### src/rtl/regfile_pkg.sv
// Shared types and defaults for the parametrised register file.
// State encoding for the clear engine plus default geometry.
package regfile_pkg;

  typedef enum logic {
    CLEAR = 1'b0,
    READY = 1'b1
  } state_e;

  localparam int DEF_DATA_W = 32;
  localparam int DEF_ADDR_W = 5;

endpackage

### src/rtl/regfile_clear_ctrl.sv
// Clear engine: walks every entry once after reset or a soft clear, one per cycle.
// Latency NREGS edges; no backpressure, busy simply gates the write port upstream.
module regfile_clear_ctrl
  import regfile_pkg::*;
#(
  parameter int ADDR_W = DEF_ADDR_W
) (
  input  logic              clk_i,
  input  logic              rst_i,
  input  logic              clr_i,
  output logic              busy_o,
  output logic              clr_we_o,
  output logic [ADDR_W-1:0] clr_idx_o
);

  state_e              state_q, state_d;
  logic [ADDR_W-1:0]   idx_q, idx_d;

  always_ff @(posedge clk_i) begin
    if (!rst_i) begin
      state_q <= CLEAR;
      idx_q   <= '0;
    end else begin
      state_q <= state_d;
      idx_q   <= idx_d;
    end
  end

  // The counter wraps naturally to 0 on the last entry, ready for the next clear.
  always_comb begin
    state_d = state_q;
    idx_d   = idx_q;
    case (state_q)
      CLEAR: begin
        idx_d = idx_q + ADDR_W'(1);
        if (idx_q == '1) state_d = READY;
      end
      READY: begin
        if (clr_i) begin
          state_d = CLEAR;
          idx_d   = '0;
        end
      end
      default: state_d = CLEAR;
    endcase
  end

  always_comb begin
    busy_o    = (state_q == CLEAR);
    clr_we_o  = (state_q == CLEAR) && rst_i;
    clr_idx_o = idx_q;
  end

endmodule

### src/rtl/regfile_param.sv
// Register file: two combinational read ports, one write port, optional zero reg and bypass.
// Reads 0 cycles, write visible next edge (same cycle with bypass); writes dropped while busy.
module regfile_param
  import regfile_pkg::*;
#(
  parameter int DATA_W   = DEF_DATA_W,
  parameter int ADDR_W   = DEF_ADDR_W,
  parameter int ZERO_REG = 1,
  parameter int BYPASS   = 1
) (
  input  logic              clk,
  input  logic              rst,
  input  logic              clr,
  input  logic [ADDR_W-1:0] rs,
  input  logic [ADDR_W-1:0] rt,
  input  logic [ADDR_W-1:0] rd,
  input  logic [DATA_W-1:0] input_data,
  input  logic              write,
  output logic [DATA_W-1:0] rs_data,
  output logic [DATA_W-1:0] rt_data,
  output logic              write_finish,
  output logic              busy
);

  localparam int NREGS = 1 << ADDR_W;

  logic [DATA_W-1:0] regarray [NREGS];
  logic              busy_w;
  logic              clr_we;
  logic [ADDR_W-1:0] clr_idx;
  logic              wr_accept;
  logic              mem_we;
  logic [ADDR_W-1:0] mem_wa;
  logic [DATA_W-1:0] mem_wd;
  logic              write_finish_q;

  regfile_clear_ctrl #(
    .ADDR_W (ADDR_W)
  ) u_clear_ctrl (
    .clk_i     (clk),
    .rst_i     (rst),
    .clr_i     (clr),
    .busy_o    (busy_w),
    .clr_we_o  (clr_we),
    .clr_idx_o (clr_idx)
  );

  assign wr_accept = rst && !busy_w && !clr && write;

  // Clear and normal writes share one port so the array maps onto a single-write RAM.
  always_comb begin
    mem_we = 1'b0;
    mem_wa = rd;
    mem_wd = input_data;
    if (clr_we) begin
      mem_we = 1'b1;
      mem_wa = clr_idx;
      mem_wd = '0;
    end else if (wr_accept && !((ZERO_REG != 0) && (rd == '0))) begin
      mem_we = 1'b1;
    end
  end

  always_ff @(posedge clk) begin
    if (mem_we) regarray[mem_wa] <= mem_wd;
  end

  always_ff @(posedge clk) begin
    if (!rst) write_finish_q <= 1'b0;
    else      write_finish_q <= wr_accept;
  end

  function automatic logic [DATA_W-1:0] read_port(input logic [ADDR_W-1:0] addr);
    logic [DATA_W-1:0] val;
    val = regarray[addr];
    if (busy_w)                                         val = '0;
    else if ((ZERO_REG != 0) && (addr == '0))           val = '0;
    else if ((BYPASS != 0) && wr_accept && (rd == addr)) val = input_data;
    return val;
  endfunction

  always_comb begin
    rs_data = read_port(rs);
    rt_data = read_port(rt);
  end

  assign write_finish = write_finish_q;
  assign busy         = busy_w;

endmodule

### config.mk
export PLATFORM = sky130hd
export DESIGN_NAME = regfile_param
export DESIGN_NICKNAME = d
export VERILOG_FILES = /design/src/rtl/regfile_pkg.sv /design/src/rtl/regfile_clear_ctrl.sv /design/src/rtl/regfile_param.sv
export SDC_FILE = /design/constraint.sdc
export NUM_CORES = 1
export LEC_CHECK = 0
export CAP_MARGIN = 20
export CELL_PAD_IN_SITES_DETAIL_PLACEMENT = 1
export CELL_PAD_IN_SITES_GLOBAL_PLACEMENT = 1
export CORE_UTILIZATION = 40
export CTS_CLUSTER_DIAMETER = 150
export DETAILED_ROUTE_END_ITERATION = 10
export HOLD_SLACK_MARGIN = 0.03
export PLACE_DENSITY = 0.72
export SLEW_MARGIN = 20
export SYNTH_ARGS = -nofsm -noshare
export SYNTH_HDL_FRONTEND = slang
export SYNTH_SLANG_ARGS = --single-unit
export TNS_END_PERCENT = 5
### constraint.sdc
create_clock -name clk -period 3.8 [get_ports clk]
set_input_delay 0.76 -clock clk [delete_from_list [all_inputs] [get_ports clk]]
set_output_delay 0.76 -clock clk [all_outputs]
set_load 0.05 [all_outputs]
==> summary.md, run 1 <==
| Metric | Value |
|---|---|
| Critical Path End Type | `primary output` |
| Vias | `approximately 33000` |
| Commonest cells after routing, fill and taps aside | `1024 x edfxtp_1, 418 x mux2i_1, 320 x mux4_2, 263 x buf_4, 153 x buf_12` |
| Clk_skew | `45.01 ps` |
| Required time of the critical path | `3040 ps` |
| Worst hold path class | `register to register` |
| DR DRC count | `0` |
| WP buf/inv | `5` |
| Int Pwr | `19.59 mW` |
| Cell family with most CP delay | `buffers and inverters` |
| Grt met1 use | `38.22%` |
| Crit path DAT | `3050 ps` |
| Reg clk slew, reported paths | `60 ps` |
| Hold buffers post-CTS | `0` |
| H-tree Lvls | `3` |
| Switching Share | `23.68%` |
| Met2 Track Usage GR | `44.64%` |
| Crit path cell chain | `buf_12 > buf_12 > buf_4 > mux4_2 > mux2i_1 > nand2_1 > o311ai_0 > buf_4 > a31oi_1 > buf_12` |
| First-pass GRT wire length | `around 250000 um` |
| Nets | `3265` |
| Leakage power total | `20.09 nW` |
| Slew Viols, Final | `0` |
| FFs w/ async S/R, synth | `0%` |
| Met3 GRT Util | `7.203%` |
| Clk Latency, worst-skew pair | `a little over 700 ps` |
| Die span in y | `352.5 um` |
| Max-cap viol count | `0` |
| CP Class | `input port to primary output` |
| Buffers on Ports | `116` |
| RSZ-0062 raised after global routing | `yes` |
| Primary FF master, synth | `edfxtp_1` |
| TritonCTS clock tree | `yes` |
| Clk sinks | `just over 1000` |
| TritonRoute pass-1 iters | `6` |
| CP startpoint kind | `input port` |
| I/O Pins | `117` |
| Worst-path maximum fanout | `24` |
| Sequential share of the synthesized area | `62.84%` |
| Worst Max-Slew Pin Slew | `689.2 ps` |
| First DRT Iteration DRCs | `4615` |
| Syn_nets | `2926` |
| Sw power | `between 6 and 7 mW` |
| Synth unique cells | `48` |
| Mean Syn Cell Area | `17.11 um2` |
| Clock Path Buffers | `3` |
| Combinational Power Share | `between 9 and 10%` |
| Layout cells sized above 1 | `between 30% and 40%` |
| Status | `finished with violations` |
| Finished Layout Cells | `slightly below 5000` |
| #FFs+latches synth | `a little over 1000` |
| Power per Cell Area | `430.7 mW/mm2` |
| Flop pwr share | `49.3%` |
| Routed vias/inst | `approximately 6.7` |
| Min setup slack post-route | `-6.964 ps` |
| Most crowded layer after global routing | `met2` |
| Setup TNS | `-16.43 ps` |
| Final setup viols | `4` |
| Pre-CTS WS | `-287.1 ps` |
| Largest stage delay on the critical path | `510 ps` |
| Final Hold Vio Count | `0` |
| Initial antenna violation count | `5` |
| Relative slew slack | `54.06%` |
| Clock power share | `between 40% and 50%` |
| Slowest cell on crit path | `mux4_2` |
| Core ar. | `0.1219 mm2` |
| Leading cell type in the layout, fill and taps excluded | `edfxtp_1` |
| Remaining global-route overflow | `0` |
| Wire per inst | `36.81 um` |
| Peak Freq | `262.7 MHz` |
| Row count | `128` |
| Failing checks | `negative setup slack` |
| Drt total wl | `181200 um` |
| Warnings, synthesis | `0` |
| Placed insts | `4722` |
| Max VDD drop | `around 0.00042 V` |
| Tcrit/Tclk final | `100.2%` |
| Antenna-violating nets left | `0` |
| Min Tclk post-route | `between 3000 and 4000 ps` |
| TritonCTS Buffers | `104` |
| Area Overhead vs Synth | `21.22%` |
| Largest net degree at the start of global routing | `65` |
| Crit-path most repeated cell | `buf_12` |
| Die ar. | `0.1243 mm2` |
| Total GRT Usage | `28.47%` |
| Post-synth EDFFs | `1024` |
| Root Driver | `clkbuf_16` |
| Die W | `about 350 um` |
| Final GP Congestion | `0.8606` |
| Synthesized area | `0.04915 mm2` |
| Vias in the first global route | `34547` |
| Post-DP HPWL | `roughly 110000 um` |
| Initial Util | `about two fifths` |
| Synth Instances | `2873` |
## stage by stage
| stage | hold slack, ps | power [mW] | area (um2) | utilization, % |
|---|---|---|---|---|
| floorplan | 557.1 | 14.23 | 49150 | - |
| CTS | 616.3 | 25.65 | 59350 | 48.69 |
| global route | 647.3 | 26.16 | 59580 | 48.88 |
| finish | 619.8 | 25.66 | 59580 | 48.89 |
| detailed placement | 602.3 | 15.29 | 55740 | 45.73 |
| global placement | 584.3 | 15.20 | 55730 | 45.73 |
## power by group through the flow
stage                     Sequential (mW)  Combinational, mW  Clock [mW]
after global routing                 12.7               2.57        10.9
final                                12.7               2.50        10.5
after global placement               12.9               2.32           0
after floorplan                      12.9               1.35           0
after CTS                            12.7               2.43        10.6
after detailed placement             12.9               2.39           0
## cells in the mapped netlist (all sizes together), types with 2 or more instances
master | number | area share, %
xor2 | 8 | 0.14
clkbuf | 106 | 0.82
o22ai | 91 | 1.2
and2 | 35 | 0.45
nor2 | 48 | 0.37
nand2b | 8 | 0.10
o221ai | 59 | 1.1
a22oi | 92 | 1.4
and3 | 27 | 0.34
o311ai | 12 | 0.21
or2 | 3 | 0.038
ha | 2 | 0.051
mux2i | 418 | 8.5
a211o | 12 | 0.21
mux2 | 40 | 0.92
and4 | 4 | 0.071
dfxtp | 7 | 0.29
nor3 | 3 | 0.031
o31ai | 2 | 0.031
edfxtp | 1024 | 63
mux4 | 320 | 15
nand2 | 65 | 0.50
nand3b | 2 | 0.031
o221a | 2 | 0.046
nand3 | 27 | 0.27
a21oi | 42 | 0.43
o211a | 8 | 0.16
buf | 138 | 1.9
nand4 | 2 | 0.025
xnor2 | 2 | 0.036
nor2b | 44 | 0.56
a22o | 24 | 0.43
nor4 | 2 | 0.025
a31oi | 50 | 0.64
o21ai | 137 | 1.4
inv | 2 | 0.015
## what timing repair did
item | CTS | global route
gates cloned | 0 | 2
buffers inserted | 0 | 6
endpoints found under the setup margin | 33 | 42
resized for setup | 38 | 26
pin swaps | 0 | 2
## cell families after synthesis
group / after synthesis / share of synthesized area, %
AOI/OAI and AO/OA: 535 / 7.242
muxes: 778 / 24.09
and+or+nand+nor: 271 / 2.826
DFF: 1031 / 62.84
xor gates and xnor gates: 10 / 0.1782
buffers and inverters: 246 / 2.767
adders and majority gates: 2 / 0.05090
## flip-flops by register name, indices dropped and copies added, names as in the netlist
register	count
write_finish	1
u_clear_ctrl.state_q	1
regarray	1024
u_clear_ctrl.clr_idx_o	5
## cell type report
| class | count | area, um2 |
|---|---|---|
| Inverter | 2 | 7.507 |
| Clock inverter | 61 | 719.4 |
| Fill cell | 11397 | 62300 |
| Multi-Input combinational cell | 1596 | 17420 |
| Clock buffer | 128 | 2734 |
| Timing Repair Buffer | 477 | 5773 |
| Antenna cell | 3 | 7.507 |
| Tap cell | 1625 | 2033 |
| Sequential cell | 1031 | 30890 |
## worst paths after layout
check                                              start                                      to  slack [ps]  cells past startpoint
setup / recovery                                   rt[0]                              rt_data[6]          -7                     10
hold / removal    u_clear_ctrl.clr_idx_o[3]$_SDFFE_PN0P_  u_clear_ctrl.clr_idx_o[3]$_SDFFE_PN0P_         620                      2
setup reg to reg         u_clear_ctrl.state_q$_SDFF_PN0_               regarray[6][18]$_DFFE_PP_        1300                      6
hold reg to reg   u_clear_ctrl.clr_idx_o[3]$_SDFFE_PN0P_  u_clear_ctrl.clr_idx_o[3]$_SDFFE_PN0P_         620                      2
## per-layer routing
layer  up-vias  part of all wire, %  wire, um
met5         -                0.013        23
met4         4                  3.6      6500
met3       423                   12     22010
met2      2428                   46     84060
met1     17480                   38     68620
li1      12727                    -         -
## tightest hold or removal path: cells and delay by family, from the launching register on
family | cells | cell delay, ps
flops | 1 | 350
compound gates | 1 | 170
simple gates | 1 | 70
Power figures use the tool's default switching activity.
==> inputs of run 2 (changes only) <==
--- a/config.mk
+++ b/config.mk
@@ -13,6 +13,7 @@
 export DETAILED_ROUTE_END_ITERATION = 10
 export HOLD_SLACK_MARGIN = 0.03
 export PLACE_DENSITY = 0.72
+export SKIP_CTS_REPAIR_TIMING = 1
 export SLEW_MARGIN = 20
 export SYNTH_ARGS = -nofsm -noshare
 export SYNTH_HDL_FRONTEND = slang
==> summary.md, run 2 (synthesis gave the netlist of run 1 again) <==
| Metric | Value |
|---|---|
| Clock Path Buffers | `3` |
| Area of the multi-input gates | `0.01741 mm2` |
| I/O Pins | `117` |
| Wire per inst | `36.62 um` |
| Routed vias/inst | `6.749` |
| Worst hold path class | `register to register` |
| Number of fill cells in the layout | `~11000` |
| Leakage power total | `approximately 20 nW` |
| RSZ-0062 raised after global routing | `yes` |
| Layout cells sized above 1 | `30.97%` |
| Area Overhead vs Synth | `20.92%` |
| Row count | `~130` |
| Register Area | `0.03089 mm2` |
| Worst-path maximum fanout | `35` |
| Leading cell type in the layout, fill and taps excluded | `edfxtp_1` |
| Top reg by flops | `regarray` |
| Root Driver | `clkbuf_16` |
| Tcrit/Tclk final | `102.8%` |
| WP buf/inv | `5` |
| Reg clk slew, reported paths | `60 ps` |
| CP startpoint kind | `input port` |
| Clk Latency, worst-skew pair | `730 ps` |
| Final setup viols | `8` |
| Max VDD drop | `0.0004137 V` |
| Initial Util | `40.33%` |
| Post-DP HPWL | `109800 um` |
| Cell family with most CP delay | `buffers and inverters` |
| Worst Max-Slew Pin Slew | `672.7 ps` |
| DR DRC count | `0` |
| H-tree Lvls | `3` |
| TritonRoute pass-1 iters | `5` |
| Core ar. | `0.1219 mm2` |
| Vias | `33176` |
| Relative slew slack | `55.15%` |
| Total GRT Usage | `between 20% and 30%` |
| Slowest cell on crit path | `mux4_2` |
| Slew Viols, Final | `0` |
| Drt total wl | `about 180000 um` |
| First DRT Iteration DRCs | `approximately 4600` |
| Crit path cell chain | `buf_12 > buf_16 > buf_12 > buf_4 > mux4_2 > a22o_1 > a31oi_1 > a31oi_2 > buf_12` |
| Placed insts | `4722` |
| Layout Cell Area excl Fill | `roughly 0.059 mm2` |
| Finished Layout Cells | `approximately 4900` |
| Final Hold Vio Count | `0` |
| Largest net degree at the start of global routing | `65` |
| Die W | `352.5 um` |
| Initial antenna violation count | `5` |
| First-pass GRT wire length | `253900 um` |
| Layout Utilization | `48.77%` |
| Buffers on Ports | `between 100 and 150` |
| Pre-CTS WS | `-287.1 ps` |
| TritonCTS clock tree | `yes` |
| Vias in the first global route | `about 34000` |
| Crit path DAT | `approximately 3200 ps` |
| Final GP Congestion | `0.8606` |
| Nets | `approximately 3300` |
| Critical Path End Type | `primary output` |
| Min setup slack post-route | `-107.2 ps` |
| Failing checks | `negative setup slack` |
| Post-DP Area | `0.05574 mm2` |
| Max-cap viol count | `0` |
| Antenna-violating nets left | `0` |
| Status | `finished with violations` |
| TritonCTS Buffers | `approximately 100` |
| Required time of the critical path | `3040 ps` |
| Power per Cell Area | `about 430 mW/mm2` |
| Clk_skew | `48.16 ps` |
| Die ar. | `0.1243 mm2` |
| Number of flip-flops in the largest register | `1024` |
| Min Tclk post-route | `3907 ps` |
| Clk sinks | `between 1000 and 1500` |
| Largest stage delay on the critical path | `530 ps` |
| CP Class | `input port to primary output` |
| Peak Freq | `255.9 MHz` |
| Commonest cells after routing, fill and taps aside | `1024 x edfxtp_1, 417 x mux2i_1, 320 x mux4_2, 263 x buf_4, 153 x buf_12` |
| Remaining global-route overflow | `0` |
| Die span in y | `352.5 um` |
| Crit-path most repeated cell | `buf_12` |
[run 2: changes by cell type in the layout (fill, tap and decap cells not counted), moves of 2 or more]
cell,delta
buf_6,-4
o21ai_1,-4
o21ai_0,+3
clkbuf_16,-2
[run 2: metal layers]
| metal | track usage (%) | vias up | part of all wire (%) |
|---|---|---|---|
| li1 | - | 12721 | - |
| met1 | 38.32 | 17561 | 38 |
| met2 | 44.59 | 2517 | 47 |
| met3 | 7.069 | 371 | 12 |
| met4 | 10.62 | 6 | 3.2 |
| met5 | 0.03846 | - | 0.020 |
[run 2: final cells by class]
type / count / share of cell area (%)
clock buffer: 128 / 4.600
timing repair buffer: 469 / 9.481
multi-input combinational: 1596 / 29.29
inverter: 2 / 0.01263
clock inverter: 61 / 1.210
sequential: 1031 / 51.97
antenna: 4 / 0.01684
tap: 1625 / 3.421
[run 2: tightest hold or removal path: stages, from the launching register on]
cell     delay (ps)
dfxtp_1         350
nand2_1          70
o221a_2         170
[run 2: through the flow]
stage	TNS [ps]	total power [mW]	hold WS, ps
after global routing	-1047	26.14	647.3
after CTS	-3848	25.63	616.3
after detailed placement	-3402	15.29	602.3
final	-452.5	25.64	620.7
after floorplan	0	14.23	557.1
after global placement	-3137	15.20	584.3
[run 2: final timing paths]
check	from	end	slack [ps]	depth (start not counted)
worst max-delay path	rt[0]	rt_data[26]	-110	9
worst max register to register	u_clear_ctrl.state_q$_SDFF_PN0_	regarray[4][23]$_DFFE_PP_	1270	6
worst min register to register	u_clear_ctrl.clr_idx_o[3]$_SDFFE_PN0P_	u_clear_ctrl.clr_idx_o[3]$_SDFFE_PN0P_	620	2
worst min-delay path	u_clear_ctrl.clr_idx_o[3]$_SDFFE_PN0P_	u_clear_ctrl.clr_idx_o[3]$_SDFFE_PN0P_	620	2
[run 2: where the power goes]
group / switching [mW] / total [mW] / leakage [nW] / internal [mW]
registers: 0.0491 / 12.7 / 9.43 / 12.6
logic: 1.47 / 2.49 / 8.92 / 1.02
clock network: 4.54 / 10.5 / 1.67 / 5.95
